$ cat src/rtl/nibble_serial_adder_ctrl_if.sv
// Request/result bundle for the nibble-serial adder sequencer.
// master: requester side (drives start, a, b, cin, sub; sees busy, done, sum, cout, ovf).
// slave:  sequencer side (mirror of master).
interface nibble_serial_adder_ctrl_if #(
    parameter int WIDTH = 16
);
    logic             start;
    logic [WIDTH-1:0] a;
    logic [WIDTH-1:0] b;
    logic             cin;
    logic             sub;
    logic             busy;
    logic             done;
    logic [WIDTH-1:0] sum;
    logic             cout;
    logic             ovf;

    modport master (
        output start, a, b, cin, sub,
        input  busy, done, sum, cout, ovf
    );

    modport slave (
        input  start, a, b, cin, sub,
        output busy, done, sum, cout, ovf
    );
endinterface

$ cat src/rtl/nibble_serial_adder_ctrl.sv
// Purpose: WIDTH-bit add/subtract by time-sharing one 4-bit look-ahead adder, LSB nibble first.
// Latency: start sampled at edge E0, done high in the cycle after edge E0+NIBBLES.
// Backpressure: none; start is only accepted in IDLE, ignored while busy or done.
// Ports: clk, rst (sync, active-high); bus (slave modport): start/a/b/cin/sub in,
//        busy/done/sum/cout/ovf out.
module nibble_serial_adder_ctrl #(
    parameter int WIDTH = 16
) (
    input  logic                        clk,
    input  logic                        rst,
    nibble_serial_adder_ctrl_if.slave   bus
);
    localparam int NIBBLES = WIDTH / 4;
    localparam int IDXW    = (NIBBLES > 1) ? $clog2(NIBBLES) : 1;
    localparam logic [IDXW-1:0] LAST_IDX = IDXW'(NIBBLES - 1);

    typedef enum logic [1:0] {
        IDLE = 2'd0,
        RUN  = 2'd1,
        DONE = 2'd2
    } state_t;

    state_t           state;
    state_t           state_nxt;

    logic [WIDTH-1:0] a_q;
    logic [WIDTH-1:0] b_q;      // already inverted for subtract
    logic             carry_q;
    logic [IDXW-1:0]  idx_q;
    logic [WIDTH-1:0] sum_q;
    logic             cout_q;
    logic             ovf_q;

    // ------------------------------------------------------------------
    // Shared 4-bit carry-look-ahead adder on the currently selected nibble
    // ------------------------------------------------------------------
    logic [3:0] add_a;
    logic [3:0] add_b;
    logic [3:0] add_g;
    logic [3:0] add_p;
    logic [4:0] add_c;
    logic [3:0] add_s;
    logic       add_co;

    assign add_a = a_q[{idx_q, 2'b00} +: 4];
    assign add_b = b_q[{idx_q, 2'b00} +: 4];
    assign add_g = add_a & add_b;
    assign add_p = add_a ^ add_b;

    // Carries expanded in sum-of-products form so no carry ripples through the nibble.
    assign add_c[0] = carry_q;
    assign add_c[1] = add_g[0] | (add_p[0] & add_c[0]);
    assign add_c[2] = add_g[1] | (add_p[1] & add_g[0]) | (add_p[1] & add_p[0] & add_c[0]);
    assign add_c[3] = add_g[2] | (add_p[2] & add_g[1]) | (add_p[2] & add_p[1] & add_g[0])
                    | (add_p[2] & add_p[1] & add_p[0] & add_c[0]);
    assign add_c[4] = add_g[3] | (add_p[3] & add_g[2]) | (add_p[3] & add_p[2] & add_g[1])
                    | (add_p[3] & add_p[2] & add_p[1] & add_g[0])
                    | (add_p[3] & add_p[2] & add_p[1] & add_p[0] & add_c[0]);

    assign add_s  = add_p ^ add_c[3:0];
    assign add_co = add_c[4];

    // ------------------------------------------------------------------
    // FSM
    // ------------------------------------------------------------------
    always_ff @(posedge clk) begin
        if (rst) begin
            state <= IDLE;
        end else begin
            state <= state_nxt;
        end
    end

    always_comb begin
        state_nxt = state;
        bus.busy  = 1'b0;
        bus.done  = 1'b0;
        case (state)
            IDLE: begin
                if (bus.start) begin
                    state_nxt = RUN;
                end
            end
            RUN: begin
                bus.busy = 1'b1;
                if (idx_q == LAST_IDX) begin
                    state_nxt = DONE;
                end
            end
            DONE: begin
                bus.done  = 1'b1;
                state_nxt = IDLE;
            end
            default: begin
                state_nxt = IDLE;
            end
        endcase
    end

    // ------------------------------------------------------------------
    // Datapath
    // ------------------------------------------------------------------
    always_ff @(posedge clk) begin
        if (rst) begin
            a_q     <= '0;
            b_q     <= '0;
            carry_q <= 1'b0;
            idx_q   <= '0;
            sum_q   <= '0;
            cout_q  <= 1'b0;
            ovf_q   <= 1'b0;
        end else begin
            case (state)
                IDLE: begin
                    if (bus.start) begin
                        // Subtract is A + ~B + 1: fold inversion and the +1 in at accept time.
                        a_q     <= bus.a;
                        b_q     <= bus.sub ? ~bus.b : bus.b;
                        carry_q <= bus.sub ? 1'b1 : bus.cin;
                        idx_q   <= '0;
                    end
                end
                RUN: begin
                    sum_q[{idx_q, 2'b00} +: 4] <= add_s;
                    carry_q                    <= add_co;
                    idx_q                      <= idx_q + 1'b1;
                    if (idx_q == LAST_IDX) begin
                        cout_q <= add_co;
                        // add_s[3] is the final result MSB on the last pass.
                        ovf_q  <= (a_q[WIDTH-1] == b_q[WIDTH-1]) && (add_s[3] != a_q[WIDTH-1]);
                    end
                end
                default: begin
                end
            endcase
        end
    end

    assign bus.sum  = sum_q;
    assign bus.cout = cout_q;
    assign bus.ovf  = ovf_q;

endmodule

$ cat src/flat_wrapper.sv
// flat-port wrapper written by rule: the top's interface ports become plain ports
module nibble_serial_adder_ctrl_flat 
#(
    parameter int WIDTH = 16
)
  (clk, rst, bus_start, bus_a, bus_b, bus_cin, bus_sub, bus_busy, bus_done, bus_sum, bus_cout, bus_ovf);
  nibble_serial_adder_ctrl_if #(.WIDTH(WIDTH)) bus_i ();
  input  logic clk;
  input  logic rst;
  input wire logic [$bits(bus_i.start)-1:0] bus_start;
  input wire logic [$bits(bus_i.a)-1:0] bus_a;
  input wire logic [$bits(bus_i.b)-1:0] bus_b;
  input wire logic [$bits(bus_i.cin)-1:0] bus_cin;
  input wire logic [$bits(bus_i.sub)-1:0] bus_sub;
  output wire logic [$bits(bus_i.busy)-1:0] bus_busy;
  output wire logic [$bits(bus_i.done)-1:0] bus_done;
  output wire logic [$bits(bus_i.sum)-1:0] bus_sum;
  output wire logic [$bits(bus_i.cout)-1:0] bus_cout;
  output wire logic [$bits(bus_i.ovf)-1:0] bus_ovf;
  assign bus_i.start = bus_start;
  assign bus_i.a = bus_a;
  assign bus_i.b = bus_b;
  assign bus_i.cin = bus_cin;
  assign bus_i.sub = bus_sub;
  assign bus_busy = bus_i.busy;
  assign bus_done = bus_i.done;
  assign bus_sum = bus_i.sum;
  assign bus_cout = bus_i.cout;
  assign bus_ovf = bus_i.ovf;
  nibble_serial_adder_ctrl #(.WIDTH(WIDTH)) u_core (.clk(clk), .rst(rst), .bus(bus_i));
endmodule
$ cat config.mk
export PLATFORM = sky130hd
export DESIGN_NAME = nibble_serial_adder_ctrl_flat
export DESIGN_NICKNAME = d
export VERILOG_FILES = /design/src/rtl/nibble_serial_adder_ctrl_if.sv /design/src/rtl/nibble_serial_adder_ctrl.sv /design/src/flat_wrapper.sv
export SDC_FILE = /design/constraint.sdc
export NUM_CORES = 1
export LEC_CHECK = 0
export ABC_AREA = 1
export BUFFER_PORTS_ARGS = -buffer_cell sky130_fd_sc_hd__buf_2
export CORE_MARGIN = 3
export CORE_UTILIZATION = 35
export CTS_CLUSTER_DIAMETER = 150
export DETAILED_ROUTE_END_ITERATION = 10
export SLEW_MARGIN = 5
export SYNTH_ARGS = -nofsm -noshare
export SYNTH_HDL_FRONTEND = slang
export SYNTH_SLANG_ARGS = --single-unit
$ cat constraint.sdc
create_clock -name clk -period 3.1 [get_ports clk]
set_input_delay 0.155 -clock clk [delete_from_list [all_inputs] [get_ports clk]]
set_output_delay 0.155 -clock clk [all_outputs]
set_load 0.03 [all_outputs]
# After elaboration in Yosys (flattened, before gate mapping)
# Cells that the tools add are included.
classes:
  addsub: 2
  eq_ne: 7
  n_shift: 4
  n_mux: 12
  bitwise: 30
  n_reduce_logical: 7
op_table:
  columns: ["cell", "n"]
  rows:
  - ["$shiftx 16x5->4", 2]
  - ["$and 1x1->1", 16]
  - ["$bwmux 16", 1]
  - ["$mux 16", 1]
  - ["$not 16->16", 1]
  - ["$shift 4x6->16 const A", 1]
  - ["$shiftx 4x6->16", 1]
  - ["$or 1x1->1", 10]
  - ["$pmux 2 s2", 2]
  - ["$reduce_and 2->1", 4]
  - ["$xor 4x4->4", 2]
  - ["$mux 2", 3]
  - ["$neg 4->6", 1]
  - ["$and 4x4->4", 1]
  - ["$eq 2x2->1 const B", 2]
  - ["$mux 1", 4]
  - ["$add 2x1->2 const B", 1]
  - ["$eq 2x1->1 const B", 1]
  - ["$logic_not 2->1", 1]
  - ["$ne 2x1->1 const B", 1]
  - ["$ne 2x2->1 const B", 1]
  - ["$pmux 1 s2", 1]
  - ["$reduce_bool 2->1", 1]
  - ["$eq 1x1->1", 1]
  - ["other kinds (2)", 2]
word_totals:
  reg_bits: 55
  in_bits: 37
  out_inout_bits: 20
  elab_cells: 70

# Depth between registers and ports, before layout
logic_depth:
  word_depth: 9
  depth_mapped: 15
  depth_no_buf: 14

# Worst setup path before layout
# Ideal clock, no wire load.
synth_timing:
  path_kind: "register -> register"
  from: "register u_core.idx_q[0]"
  to: "register u_core.sum_q[14] (netlist: u_core.bus.sum[14])"
  setup_ns: 0.071
  arrival_ns: 2.078
  required_ns: 3.029
  path_slack_ns: 0.951
  stages_incl_launch_ff: 15
  period_less_slack_ns: 2.149
  path_cell_list: "dfxtp_1 -> clkbuf_1 -> buf_2 -> nor2_1 -> o22ai_1 -> ha_1 -> nand2_1 -> nand2_1 -> inv_1 -> nor2_1 -> nand2_1 -> nand2_1 -> nor2_1 -> nand3_1 -> a21oi_1"
synth_between:
  elab_chain_len: 9
  elab_cells_between_ends: 24
synth_rtl:
  columns: ["item", "line", "source"]
  rows:
  - ["start, declared", "nibble_serial_adder_ctrl.sv:29", "logic [IDXW-1:0] idx_q;"]
  - ["start signal, assigned", "nibble_serial_adder_ctrl.sv:126", "idx_q <= idx_q + 1'b1;"]
  - ["$shiftx 16x5->4, on equally long branches", "nibble_serial_adder_ctrl.sv:45, nibble_serial_adder_ctrl.sv:46", null]
  - ["$xor 4x4->4 / $and 4x4->4 (equally long branches)", "nibble_serial_adder_ctrl.sv:48, nibble_serial_adder_ctrl.sv:47", null]
  - ["$and 1x1->1, on equally long branches", "nibble_serial_adder_ctrl.sv:54, nibble_serial_adder_ctrl.sv:55", null]
  - ["$or 1x1->1, or another cell as far along", "nibble_serial_adder_ctrl.sv:54", "assign add_c[3] = add_g[2] | (add_p[2] & add_g[1]) | (add_p[2] & add_p[1] & add_g[0])"]
  - ["$or 1x1->1 / $and 1x1->1 (equally long branches)", "nibble_serial_adder_ctrl.sv:54, nibble_serial_adder_ctrl.sv:55", null]
  - ["$or 1x1->1", "nibble_serial_adder_ctrl.sv:55", "| (add_p[2] & add_p[1] & add_p[0] & add_c[0]);"]
  - ["$xor 4x4->4", "nibble_serial_adder_ctrl.sv:60", "assign add_s = add_p ^ add_c[3:0];"]
  - ["$shiftx 4x6->16", "nibble_serial_adder_ctrl.sv:124", "sum_q[{idx_q, 2'b00} +: 4] <= add_s;"]
  - ["$bwmux 16 (*)", "nibble_serial_adder_ctrl.sv:124", null]
  - ["end signal, assigned by index", "nibble_serial_adder_ctrl.sv:124", null]
  - ["end, declared", "nibble_serial_adder_ctrl.sv:30", "logic [WIDTH-1:0] sum_q;"]
# Mark *: on every way between the ends. The rest lies on a longest branch, timed or not.
# A chain may end at the register's enable or synchronous reset.

# Final worst setup path
layout_timing:
  from: "register u_core.idx_q[1]"
  to: "register u_core.sum_q[7] (netlist: u_core.bus.sum[7])"
# The elaborated chain is that of the path after synthesis.

==> flow_summary.json <==
{
  "worstMarginPinSlew_ps": 685,
  "synthesis.instances": 348,
  "cts_root_buffer": "clkbuf_8",
  "vias_per_cell": 4.64,
  "dp_cells": 487,
  "ctsResizeCount": 0,
  "endpoint_kind": "flop",
  "clock_sinks": 55,
  "place.gp.congestion": 0.821,
  "synth_seq_cells": 55,
  "synthTopCellsByArea": "dfxtp_1 (42%), nor2_1 (12%), o21ai_0 (6.6%)",
  "cts_buffer_depth": 2,
  "synth_top_area_cell": "dfxtp_1",
  "crit_path_start_kind": "flop",
  "yosysWarnings": 0,
  "crit_fanout": 13,
  "yosys-top-cells-count": "nor2_1 (83), dfxtp_1 (55), nand2_1 (41)",
  "p_per_area_nw_per_um2": 501,
  "holdCritStartpoint": "bus_a[12]",
  "hold_class": "in -> reg",
  "synth_edf_count": 0,
  "ctsHoldBuffers": 0,
  "synth_area_per_cell_um2": 7.58,
  "synth_nets": 396,
  "clk_latency_ps": 310,
  "outcome": "complete, no violations",
  "cpPeakStageDelay_ps": 560,
  "worstSetupPathType": "reg -> reg",
  "finalNonFillerCells": 495,
  "die_y_um": 92.8,
  "antenna_found_initial": 0,
  "drive_above_1_share_pct": 18.7,
  "routedWlPerCell_um": 12.1,
  "wl_um": 5980,
  "core_area_um2": 7290,
  "p_leak_nw": 1.32,
  "dr.pass1.iters": 5,
  "path_cells": "inv_1, o21ai_0, o22ai_1, ha_1, nand2_1, nand2_1, nor2_1, nand2_1, nand2_1, nand3_1, nor2_1, nand2_1, a21oi_1",
  "grt-ovfl-total": 0,
  "fin_crit_sh_pct": 77.9,
  "r2r-start": "u_core.idx_q[1]",
  "hold_depth": 3,
  "n_fill_cell": 809,
  "fmax_mhz": 414,
  "grt_pass1_wl_um": 10100,
  "rrSetupSlack_ps": 690,
  "die_w_um": 92.8,
  "vias": 2299,
  "max_cap_violations": 0,
  "timing.rr.end": "u_core.bus.sum[7]",
  "final_area_um2": 3070,
  "start_util_pct": 36.2,
  "slew_viol_final": 0,
  "numCtsBuffers": 5,
  "cts.reportedPaths.clkPinSlew_ps": 110,
  "arrival_ps": 2650,
  "grt_max_degree": 47,
  "rows": 31,
  "hold-path-endpoint": "u_core.a_q[12]",
  "total_power_mw": 1.54,
  "ant_nets": 0,
  "pre_cts_slack_ps": 708,
  "critPathRequiredTime_ps": 3340,
  "slowest_stage": "dfxtp_1",
  "vdd_ir_drop_max_mv": 0.253,
  "area_growth_pct": 16.2,
  "fin_setup_tns_ps": 0,
  "rr_worst_depth": 13,
  "n_antenna_cell": 0,
  "min_period_ps": 2410,
  "synthFlopType": "dfxtp_1",
  "crit_top_cell": "nand2_1",
  "synth_cell_types": 25,
  "yosysSeqAreaShare_pct": 41.7,
  "synth_area_um2": 2640,
  "cts_tree": "yes",
  "final_nets": 443,
  "port_buffers": 56,
  "die_area_um2": 8620,
  "ios": 57,
  "rsz0062_at_grt": "no",
  "setup_viol": 0,
  "postCtsSetupBuffers": 0,
  "synthMostInstantiatedCell": "nor2_1",
  "cts.htree.levels": 2,
  "grt_pass1_vias": 2125,
  "relSlewSlack_pct": 54.4,
  "track_usage_pct": 14.5,
  "crit_path_start": "u_core.idx_q[1]",
  "post_dp_cell_area_um2": 2980,
  "fin_skew_ps": 16.0,
  "worst_slack_ps": 686,
  "drc": 0,
  "dpl.hpwl_um": 4430,
  "drt_iter0_drc": 136,
  "hold_viol": 0,
  "yosys.area.top_type_share_pct": 41.7,
  "postSynth.asyncResetShare_pct": 0
}
-- power by group --
| part | leakage [nW] | internal, mW | total [mW] | switching [mW] |
|---|---|---|---|---|
| clock | 0.0418 | 0.163 | 0.403 | 0.240 |
| sequential | 0.452 | 0.753 | 0.782 | 0.0294 |
| combinational | 0.824 | 0.130 | 0.352 | 0.221 |
-- worst max path at each step --
stage | depth (start not counted) | to
after floorplan | 14 | u_core.bus.sum[14]
after global placement | 13 | u_core.bus.sum[15]
after detailed placement | 13 | u_core.bus.sum[15]
after CTS | 13 | u_core.bus.sum[7]
after global routing | 12 | u_core.bus.sum[6]
final | 13 | u_core.bus.sum[7]
-- final cells by class --
cell class / instances / area [um2] / share of cell area, %
timing repair buffer: 59 / 303 / 9.88
sequential: 55 / 1100 / 35.9
clock buffer: 6 / 72.6 / 2.37
clock inverter: 2 / 16.3 / 0.531
inverter: 21 / 78.8 / 2.57
tap: 99 / 124 / 4.04
multi-input combinational: 253 / 1370 / 44.7
-- sequential cells by signal, indices dropped and copies added (netlist names) --
register	flops
u_core.a_q	16
u_core.b_q	16
u_core.bus.cout	1
u_core.bus.ovf	1
u_core.bus.sum	16
u_core.carry_q	1
u_core.idx_q	2
u_core.state	2
-- through the flow --
stage / hold WS (ps) / util (%)
4_1_cts: 55.5 / 42.0
3_3_place_gp: 375 / 40.8
2_1_floorplan: 290 / -
3_5_place_dp: 386 / 40.8
6_report: 60.2 / 42.0
5_1_grt: 61.6 / 42.0
-- kinds of logic (layout without fill, tap and decap cells) --
logic type	count (synthesis)	after routing	share of synthesized area [%]
compound gates	83	83	18.2
xor+xnor	17	17	5.64
fa+ha+maj	11	11	5.50
buf+inv	40	88	6.45
flops	55	55	41.7
simple gates	142	142	22.5
-- cells in the final DEF (no fill, tap or decap) --
cell type	netlist	routed
fa_1	1	1
inv_6	0	1
nor2_8	1	1
o21ai_0	35	35
ha_1	10	10
nor4_4	1	1
nor2_2	0	1
inv_2	2	2
inv_1	19	19
xor2_1	2	2
xnor2_1	15	15
a21oi_1	18	18
o22ai_1	8	8
clkinvlp_4	0	1
o21bai_1	2	2
dfxtp_1	55	55
clkbuf_8	0	5
buf_2	7	56
nand2_1	41	41
a211oi_1	16	16
nor2_1	83	82
nand2_2	3	3
nor3_1	1	1
nand4_1	2	2
o21a_1	1	1
nand3_1	10	10
clkbuf_1	9	1
buf_4	3	3
a22oi_1	3	3
-- per-layer routing --
layer  part of all wire, %  track usage (%)  up-vias
li1                      -                -     1237
met1                    50             20.4     1007
met2                    44             22.2       49
met3                   4.0             3.01        6
met4                   1.7             4.76        0
met5                     0                0        -
-- worst max-delay path: cells and delay by family (launching register included) --
kind            cells  cell delay, ps
simple gates        8             780
flops               1             560
compound gates      3             350
buf+inv             1             270
fa+ha+maj           1             370
Note: power is estimated with default switching activity, not from simulation.
